File: config.mk
export PLATFORM = sky130hd
export DESIGN_NAME = maj_bist_ctrl
export DESIGN_NICKNAME = d
export VERILOG_FILES = /design/src/rtl/maj_bist_ctrl.sv
export SDC_FILE = /design/constraint.sdc
export NUM_CORES = 1
export LEC_CHECK = 0
export ABC_AREA = 1
export BUFFER_PORTS_ARGS = -buffer_cell sky130_fd_sc_hd__buf_2
export CELL_PAD_IN_SITES_DETAIL_PLACEMENT = 1
export CELL_PAD_IN_SITES_GLOBAL_PLACEMENT = 1
export CORE_MARGIN = 2
export CORE_UTILIZATION = 43
export CTS_BUF_LIST = sky130_fd_sc_hd__clkbuf_8
export CTS_CLUSTER_DIAMETER = 100
export DETAILED_ROUTE_END_ITERATION = 10
export GPL_TIMING_DRIVEN = 0
export PLACE_DENSITY_LB_ADDON = 0.15
export SLEW_MARGIN = 20
export SYNTH_ARGS = -nofsm -noshare
export SYNTH_HDL_FRONTEND = slang
export SYNTH_SLANG_ARGS = --single-unit
File: constraint.sdc
create_clock -name clk -period 1.92 [get_ports clk]
set_clock_uncertainty 0.2 [all_clocks]
set_input_delay 0.288 -clock clk [delete_from_list [all_inputs] [get_ports clk]]
set_output_delay 0.288 -clock clk [all_outputs]
set_load 0.02 [all_outputs]
File: src/rtl/maj_bist_ctrl.sv
// rtl/maj_bist_ctrl.sv - self-test sequencer and input owner for the 3-input majority gate
module maj_bist_ctrl #(
    parameter int SETTLE_CYCLES = 4
) (
    input  logic       clk,
    input  logic       rst_n,
    input  logic       start,
    input  logic [2:0] sw_in,
    output logic       maj_a,
    output logic       maj_b,
    output logic       maj_c,
    input  logic       maj_m,
    output logic       busy,
    output logic       done,
    output logic       pass,
    output logic [3:0] err_count,
    output logic       fail_valid,
    output logic [2:0] fail_vec
);
    typedef enum logic [1:0] {IDLE, SETTLE, CHECK, DONE} state_t;

    localparam logic [7:0] SETTLE_LOAD = 8'(SETTLE_CYCLES - 1);

    state_t     state;
    state_t     state_nxt;
    logic [2:0] vec;
    logic [7:0] settle_cnt;
    logic [2:0] drive;
    logic       exp_m;
    logic       mismatch;
    logic       start_ok;

    assign exp_m    = (vec[2] & vec[1]) | (vec[2] & vec[0]) | (vec[1] & vec[0]);
    assign mismatch = (maj_m != exp_m);
    // start only counts outside a run
    assign start_ok = start && (state == IDLE || state == DONE);

    always_ff @(posedge clk or negedge rst_n) begin
        if (!rst_n) begin
            state <= IDLE;
        end else begin
            state <= state_nxt;
        end
    end

    always_comb begin
        state_nxt = state;
        case (state)
            IDLE, DONE: if (start_ok) state_nxt = SETTLE;
            SETTLE:     if (settle_cnt == 8'd0) state_nxt = CHECK;
            CHECK:      state_nxt = (vec == 3'd7) ? DONE : SETTLE;
            default:    state_nxt = IDLE;
        endcase
    end

    always_comb begin
        busy = 1'b0;
        done = 1'b0;
        case (state)
            SETTLE, CHECK: busy = 1'b1;
            DONE:          done = 1'b1;
            default:       ;
        endcase
    end

    always_ff @(posedge clk or negedge rst_n) begin
        if (!rst_n) begin
            vec        <= 3'd0;
            settle_cnt <= 8'd0;
            drive      <= 3'd0;
            err_count  <= 4'd0;
            fail_valid <= 1'b0;
            fail_vec   <= 3'd0;
        end else begin
            case (state)
                IDLE, DONE: begin
                    drive <= sw_in;
                    if (start_ok) begin
                        vec        <= 3'd0;
                        drive      <= 3'd0;
                        settle_cnt <= SETTLE_LOAD;
                        err_count  <= 4'd0;
                        fail_valid <= 1'b0;
                        fail_vec   <= 3'd0;
                    end
                end
                SETTLE: begin
                    if (settle_cnt != 8'd0) settle_cnt <= settle_cnt - 8'd1;
                end
                CHECK: begin
                    if (mismatch) begin
                        err_count <= err_count + 4'd1;
                        if (!fail_valid) begin
                            fail_valid <= 1'b1;
                            fail_vec   <= vec;
                        end
                    end
                    if (vec == 3'd7) begin
                        drive <= sw_in;
                    end else begin
                        vec        <= vec + 3'd1;
                        drive      <= vec + 3'd1;
                        settle_cnt <= SETTLE_LOAD;
                    end
                end
                default: ;
            endcase
        end
    end

    assign {maj_a, maj_b, maj_c} = drive;
    assign pass = done && (err_count == 4'd0);
endmodule
==> impl_metrics.tcl, run 1 <==
set metrics [dict create \
    gp_congestion 0.7410 \
    synth_cell_types 22 \
    wire_length_of_the_first_global_routing_pass_um 5968 \
    rsz0062_at_grt "false" \
    power_density_nw_per_um2 1574 \
    commonest_cells_after_routing_fill_and_taps_aside "sky130_fd_sc_hd__nand2_1, sky130_fd_sc_hd__dfrtp_1, sky130_fd_sc_hd__buf_2, sky130_fd_sc_hd__inv_1, sky130_fd_sc_hd__o21ai_0" \
    core_sq_um 3284 \
    number_of_standard_cells_in_the_final_layout_excluding_fillers 258 \
    floorplan.die.height_um 61.90 \
    clock_tree_from_tritoncts "done" \
    setup.worst_path.end_class "output pin" \
    fin_setup_tns_ns 0 \
    layout.nets 230 \
    antenna-diode-count 0 \
    finalMaxSlewViolations 0 \
    worst_slew_pin_slew_ns 0.5700 \
    antenna_found_initial 0 \
    maximum_vdd_ir_drop_mv 0.6466 \
    post_synth_instance_area_sq_um 1441 \
    dp_worst_setup_slack_ns 0.04433 \
    first_global_vias 1293 \
    share_of_async_settable_or_async_resettable_flops_after_synthesis 1.000 \
    worstPathMaxFanout 5 \
    cp_slowest_cell "sky130_fd_sc_hd__dfrtp_1" \
    portBuffers 20 \
    detail-route-antenna-nets 0 \
    crit_path_cell_trace "inv_2, ha_1, nand2_1, nor3_1, buf_2" \
    drt_iter0_markers 65 \
    leakagePower_nw 0.9147 \
    grt_max_degree 25 \
    dieWidth_um 61.90 \
    hold_ws_ns 0.05031 \
    post-route-worst-setup-slack_ns 0.1327 \
    initial_core_utilization 0.4389 \
    flow.area_growth_from_synthesis_pct 19.10 \
    crit_path_start_kind "register" \
    remaining_drc_errors 0 \
    detail_route.first_pass.iterations 4 \
    synth-edff-count 0 \
    dp_hpwl_um 2702 \
    clk-insertion-delay-late_ns 0.28 \
    cts.clk_slew.worst_paths_ns 0.10 \
    timing_hold_violations_final 0 \
    synth_top_area_share 0.4167 \
    timing.hold.worst.class "primary input to register" \
    setup_violations 0 \
    crit_buf_inv 2 \
    synth.avg_cell_area_sq_um 7.749 \
    cts.path.max_buffers 2 \
    worstPathArrival_ns 1.30 \
    layout_worst_path_cycle_share 0.9309 \
    seq_area_frac_synth 0.4167 \
    vias 1304 \
    post_drt_via_cell_ratio 5.054 \
    grtUsageTotal 0.2131 \
    cts_buf_count 3 \
    max_slew_margin 0.6200 \
    cts-root-buf "sky130_fd_sc_hd__clkbuf_8" \
    timing.critical_path.max_delay_family "flip-flops" \
    worst_path_largest_cell_delay_ns 0.44 \
    critPathKind "register to output pin" \
    max_freq_ghz 0.5595 \
    ys_seq_elements 24 \
    drt-wirelength-per-cell_um 14.00 \
    cts.sinks 24 \
    critical_path_required_ns 1.43 \
    netlist_top_cells_area "sky130_fd_sc_hd__dfrtp_1, sky130_fd_sc_hd__nand2_1, sky130_fd_sc_hd__ha_1" \
    layout.cells.most_common "sky130_fd_sc_hd__nand2_1" \
    grt.overflow.total 0 \
    postSynthCellCount 186 \
    proportion_of_layout_cells_with_a_drive_suffix_above_1 0.2123 \
    synth_area_leader_cell "sky130_fd_sc_hd__dfrtp_1" \
    synth_warnings 0 \
    min_period_ns 1.787 \
    number_of_levels_in_the_clock_h_tree 1 \
    ys.flop_type "sky130_fd_sc_hd__dfrtp_1" \
    route.final.wire_length_um 3611 \
    mappedNetlistNets 203 \
    placed_cells 252 \
    die-area_sq_um 3831 \
    top_level_ports 21 \
    rows 21 \
    max-cap-violations 0 \
    status "complete, no violations" \
]
[synthesized netlist by cell type, types with 2 or more instances]
cell type / n
sky130_fd_sc_hd__a21oi_2: 2
sky130_fd_sc_hd__a31oi_1: 3
sky130_fd_sc_hd__dfrtp_1: 24
sky130_fd_sc_hd__ha_1: 10
sky130_fd_sc_hd__inv_1: 19
sky130_fd_sc_hd__nand2_1: 58
sky130_fd_sc_hd__nand2_2: 4
sky130_fd_sc_hd__nand3_1: 13
sky130_fd_sc_hd__nand4_1: 8
sky130_fd_sc_hd__nor2_1: 13
sky130_fd_sc_hd__nor2_2: 3
sky130_fd_sc_hd__o21ai_0: 15
sky130_fd_sc_hd__o21ai_2: 3
sky130_fd_sc_hd__xor2_1: 3
[worst reg2reg max path, delay by kind of cell, from the launching register on]
kind | cells | cell delay (ns)
flops | 1 | 0.42
fa+ha+maj | 2 | 0.47
buf+inv | 2 | 0.22
simple gates | 5 | 0.43
[registers in the layout, indices dropped and copies added (netlist names)]
| signal | cells |
|---|---|
| drive | 3 |
| err_count | 4 |
| fail_valid | 1 |
| fail_vec | 3 |
| settle_cnt | 8 |
| state | 2 |
| vec | 3 |
[power breakdown]
part / switching, mW / internal [mW]
clock network: 0.191 / 0.280
logic: 0.929 / 0.476
registers: 0.166 / 0.662
total: 1.29 / 1.42
[final timing paths]
path	cells past startpoint	to	startpoint	slack, ns
max	5	pass	err_count[0]$_DFFE_PN0P_	0.13
min	3	drive[0]$_DFFE_PN0N_	sw_in[0]	0.05
max reg2reg	9	settle_cnt[4]$_DFFE_PN0P_	vec[0]$_DFFE_PN0P_	0.13
min reg2reg	2	fail_vec[2]$_DFFE_PN0P_	fail_vec[2]$_DFFE_PN0P_	0.28
max in group asynchronous	2	state[0]$_DFFE_PN0P_	rst_n	0.78
min in group asynchronous	2	err_count[1]$_DFFE_PN0P_	rst_n	0.33
[stage by stage]
stage                       util  total power [mW]  area [sq um]
after floorplan                -             1.794          1441
after detailed placement  0.4869             2.157          1599
after global routing      0.5227             2.951          1717
final                     0.5227             2.703          1717
after global placement    0.4869             2.074          1599
after CTS                 0.5116             2.627          1680
[cells by family (layout without fill, tap and decap cells)]
| family | Yosys count | in the layout | share of synthesized area |
|---|---|---|---|
| AOI/OAI and AO/OA | 24 | 24 | 0.1007 |
| xor gates and xnor gates | 4 | 4 | 0.02431 |
| adders and majority gates | 10 | 10 | 0.08681 |
| buffers and inverters | 23 | 49 | 0.06510 |
| DFF | 24 | 24 | 0.4167 |
| and+or+nand+nor | 101 | 101 | 0.3064 |
[routing by layer]
| metal | up-vias | share of wire | routed length (um) | global-route usage |
|---|---|---|---|---|
| met1 | 629 | 0.42 | 1523 | 0.2354 |
| met2 | 15 | 0.54 | 1953 | 0.4015 |
| met4 | 0 | 0.019 | 69 | 0.08815 |
| met5 | - | 0 | 0 | 0 |
| li1 | 653 | - | - | - |
| met3 | 7 | 0.018 | 64 | 0.03313 |
[repair_timing]
| action | 4_1_cts | 5_1_grt |
|---|---|---|
| endpoints found under the hold margin | 24 | 0 |
| hold buffers | 1 | 0 |
| buffers inserted | 0 | 1 |
| resized for setup | 0 | 7 |
| setup endpoints to repair | 0 | 12 |
[layout make-up]
cell class / instances / area (sq um)
timing repair buffer: 22 / 117.6
inverter: 21 / 81.33
fill: 420 / 1568
sequential: 24 / 601.8
tap: 46 / 57.56
multi-input combinational: 139 / 774.5
clock buffer: 3 / 41.29
clock inverter: 1 / 30.03
buffer: 2 / 12.51
No activity file was read; power rests on OpenSTA's default activity.
==> run 2, diff against run 1 <==
--- a/config.mk
+++ b/config.mk
@@ -15,7 +15,9 @@
 export CTS_CLUSTER_DIAMETER = 100
 export DETAILED_ROUTE_END_ITERATION = 10
 export GPL_TIMING_DRIVEN = 0
+export MAX_ROUTING_LAYER = met4
 export PLACE_DENSITY_LB_ADDON = 0.15
+export SETUP_SLACK_MARGIN = 0.4
 export SLEW_MARGIN = 20
 export SYNTH_ARGS = -nofsm -noshare
 export SYNTH_HDL_FRONTEND = slang
==> impl_metrics.tcl, run 2 (synthesis gave the netlist of run 1 again) <==
set metrics [dict create \
    floorplan.die.height_um 61.90 \
    cts_buf_count 3 \
    detail_route.first_pass.iterations 4 \
    layout.cells.most_common "sky130_fd_sc_hd__nand2_1" \
    grt_max_degree 25 \
    post-route-worst-setup-slack_ns 0.1204 \
    global_route.usage.met1 0.2427 \
    leakagePower_nw 1.078 \
    die-area_sq_um 3831 \
    wire_length_of_the_first_global_routing_pass_um 6327 \
    layout_worst_path_cycle_share 0.9373 \
    cts-root-buf "sky130_fd_sc_hd__clkbuf_8" \
    grtUsageMet3 0.02692 \
    origin_of_the_critical_flop_to_flop_path "state[0]$_DFFE_PN0P_" \
    placed_cell_area_sq_um 1627 \
    timing.hold.worst.class "primary input to register" \
    antenna-diode-count 0 \
    top_level_ports 21 \
    commonest_cells_after_routing_fill_and_taps_aside "sky130_fd_sc_hd__nand2_1, sky130_fd_sc_hd__dfrtp_1, sky130_fd_sc_hd__buf_2, sky130_fd_sc_hd__buf_4" \
    worst_slew_pin_slew_ns 0.5859 \
    min_period_ns 1.800 \
    flow.area_growth_from_synthesis_pct 51.91 \
    grt.overflow.total 0 \
    number_of_levels_in_the_clock_h_tree 1 \
    portBuffers 20 \
    number_of_standard_cells_in_the_final_layout_excluding_fillers 281 \
    min_from "sw_in[0]" \
    first_global_vias 1409 \
    finalMaxSlewViolations 0 \
    final_area_sq_um 2190 \
    max-cap-violations 0 \
    dp_hpwl_um 2672 \
    maximum_vdd_ir_drop_mv 0.8034 \
    critical_path_required_ns 1.43 \
    fin_setup_tns_ns 0 \
    drt-wirelength-per-cell_um 20.02 \
    route.final.wire_length_um 5627 \
    vias 1538 \
    power_density_nw_per_um2 1725 \
    fin_util 0.6667 \
    cts.sinks 24 \
    top_regs "settle_cnt (8), err_count (4)" \
    cp_slowest_cell "sky130_fd_sc_hd__dfrtp_2" \
    post_drt_via_cell_ratio 5.473 \
    max_freq_ghz 0.5557 \
    clk-insertion-delay-late_ns 0.28 \
    clock_tree_from_tritoncts "done" \
    total_power_mw 3.777 \
    global_route.usage.met2 0.4556 \
    initial_core_utilization 0.4389 \
    gp_congestion 0.7568 \
    busiest_layer "met2" \
    dieWidth_um 61.90 \
    layout.nets 253 \
    worstPathArrival_ns 1.31 \
    hold_ws_ns 0.06648 \
    timing_hold_violations_final 0 \
    registers.top_by_ff_count "settle_cnt" \
    crit_buf_inv 3 \
    crit_path_cell_trace "inv_2, ha_4, inv_4, buf_6" \
    grtUsageTotal 0.2323 \
    proportion_of_layout_cells_with_a_drive_suffix_above_1 0.4468 \
    placed_cells 252 \
    dp_worst_setup_slack_ns 0.1437 \
    detail-route-antenna-nets 0 \
    largest_register_ff_count 8 \
    status "complete, no violations" \
    rsz0062_at_grt "true" \
    max_slew_margin 0.6094 \
    remaining_drc_errors 0 \
    cts.clk_slew.worst_paths_ns 0.10 \
    drt_iter0_markers 131 \
    setup_violations 0 \
    timing.critical_path.max_delay_family "flip-flops" \
    crit_path_start_kind "register" \
    critPathKind "register to output pin" \
    worst_path_largest_cell_delay_ns 0.45 \
    worstSetupStartpoint "state[0]$_DFFE_PN0P_" \
    cts.path.max_buffers 2 \
    worstPathMaxFanout 3 \
    core_sq_um 3284 \
    setup.worst_path.end_class "output pin" \
    antenna_found_initial 0 \
    rows 21 \
]
==> run 2: final timing paths <==
path,end,slack (ns),depth (start not counted)
worst max-delay path,busy,0.12,4
worst min-delay path,drive[0]$_DFFE_PN0N_,0.07,3
worst max register to register,fail_vec[1]$_DFFE_PN0P_,0.13,9
worst min register to register,fail_vec[0]$_DFFE_PN0P_,0.30,2
max in group asynchronous,state[0]$_DFFE_PN0P_,0.75,2
min in group asynchronous,fail_valid$_DFFE_PN0P_,0.35,2
==> run 2: cell type report <==
cell class,instances,area (sq um)
fillers,376,1095
multi-input cells,140,1011
flip-flops and latches,24,603.1
repair buffers,44,329.1
inverters,21,92.59
well taps,46,57.56
clock buffers,3,41.29
clock inverters,1,30.03
plain buffers,2,25.02
==> run 2: power by group <==
part,internal [mW],leakage [nW],switching (mW),total (mW)
logic,1.02,0.727,1.42,2.44
clock network,0.280,0.0357,0.193,0.472
registers,0.663,0.315,0.203,0.866
total,1.96,1.08,1.82,3.78
==> run 2: repair_timing <==
item / 4_1_cts / 5_1_grt
endpoints found under the hold margin: 24 / 0
buffers inserted: 11 / 12
gates cloned: 1 / 0
endpoints found under the setup margin: 27 / 27
pin swaps: 7 / 24
resized for setup: 19 / 63
hold buffers: 1 / 0
==> run 2: metal layers <==
layer | wire (um) | share of wire | up-vias
met5 | 0 | 0 | -
met4 | 195 | 0.035 | 0
met3 | 284 | 0.050 | 22
met2 | 3075 | 0.55 | 52
met1 | 2071 | 0.37 | 762
li1 | - | - | 702
==> run 2: worst register-to-register path: cells and delay by family, from the launching register on <==
kind            cells  cell delay, ns
buf+inv             2            0.14
simple gates        5            0.41
compound gates      1            0.18
flops               1            0.45
fa+ha+maj           1            0.32
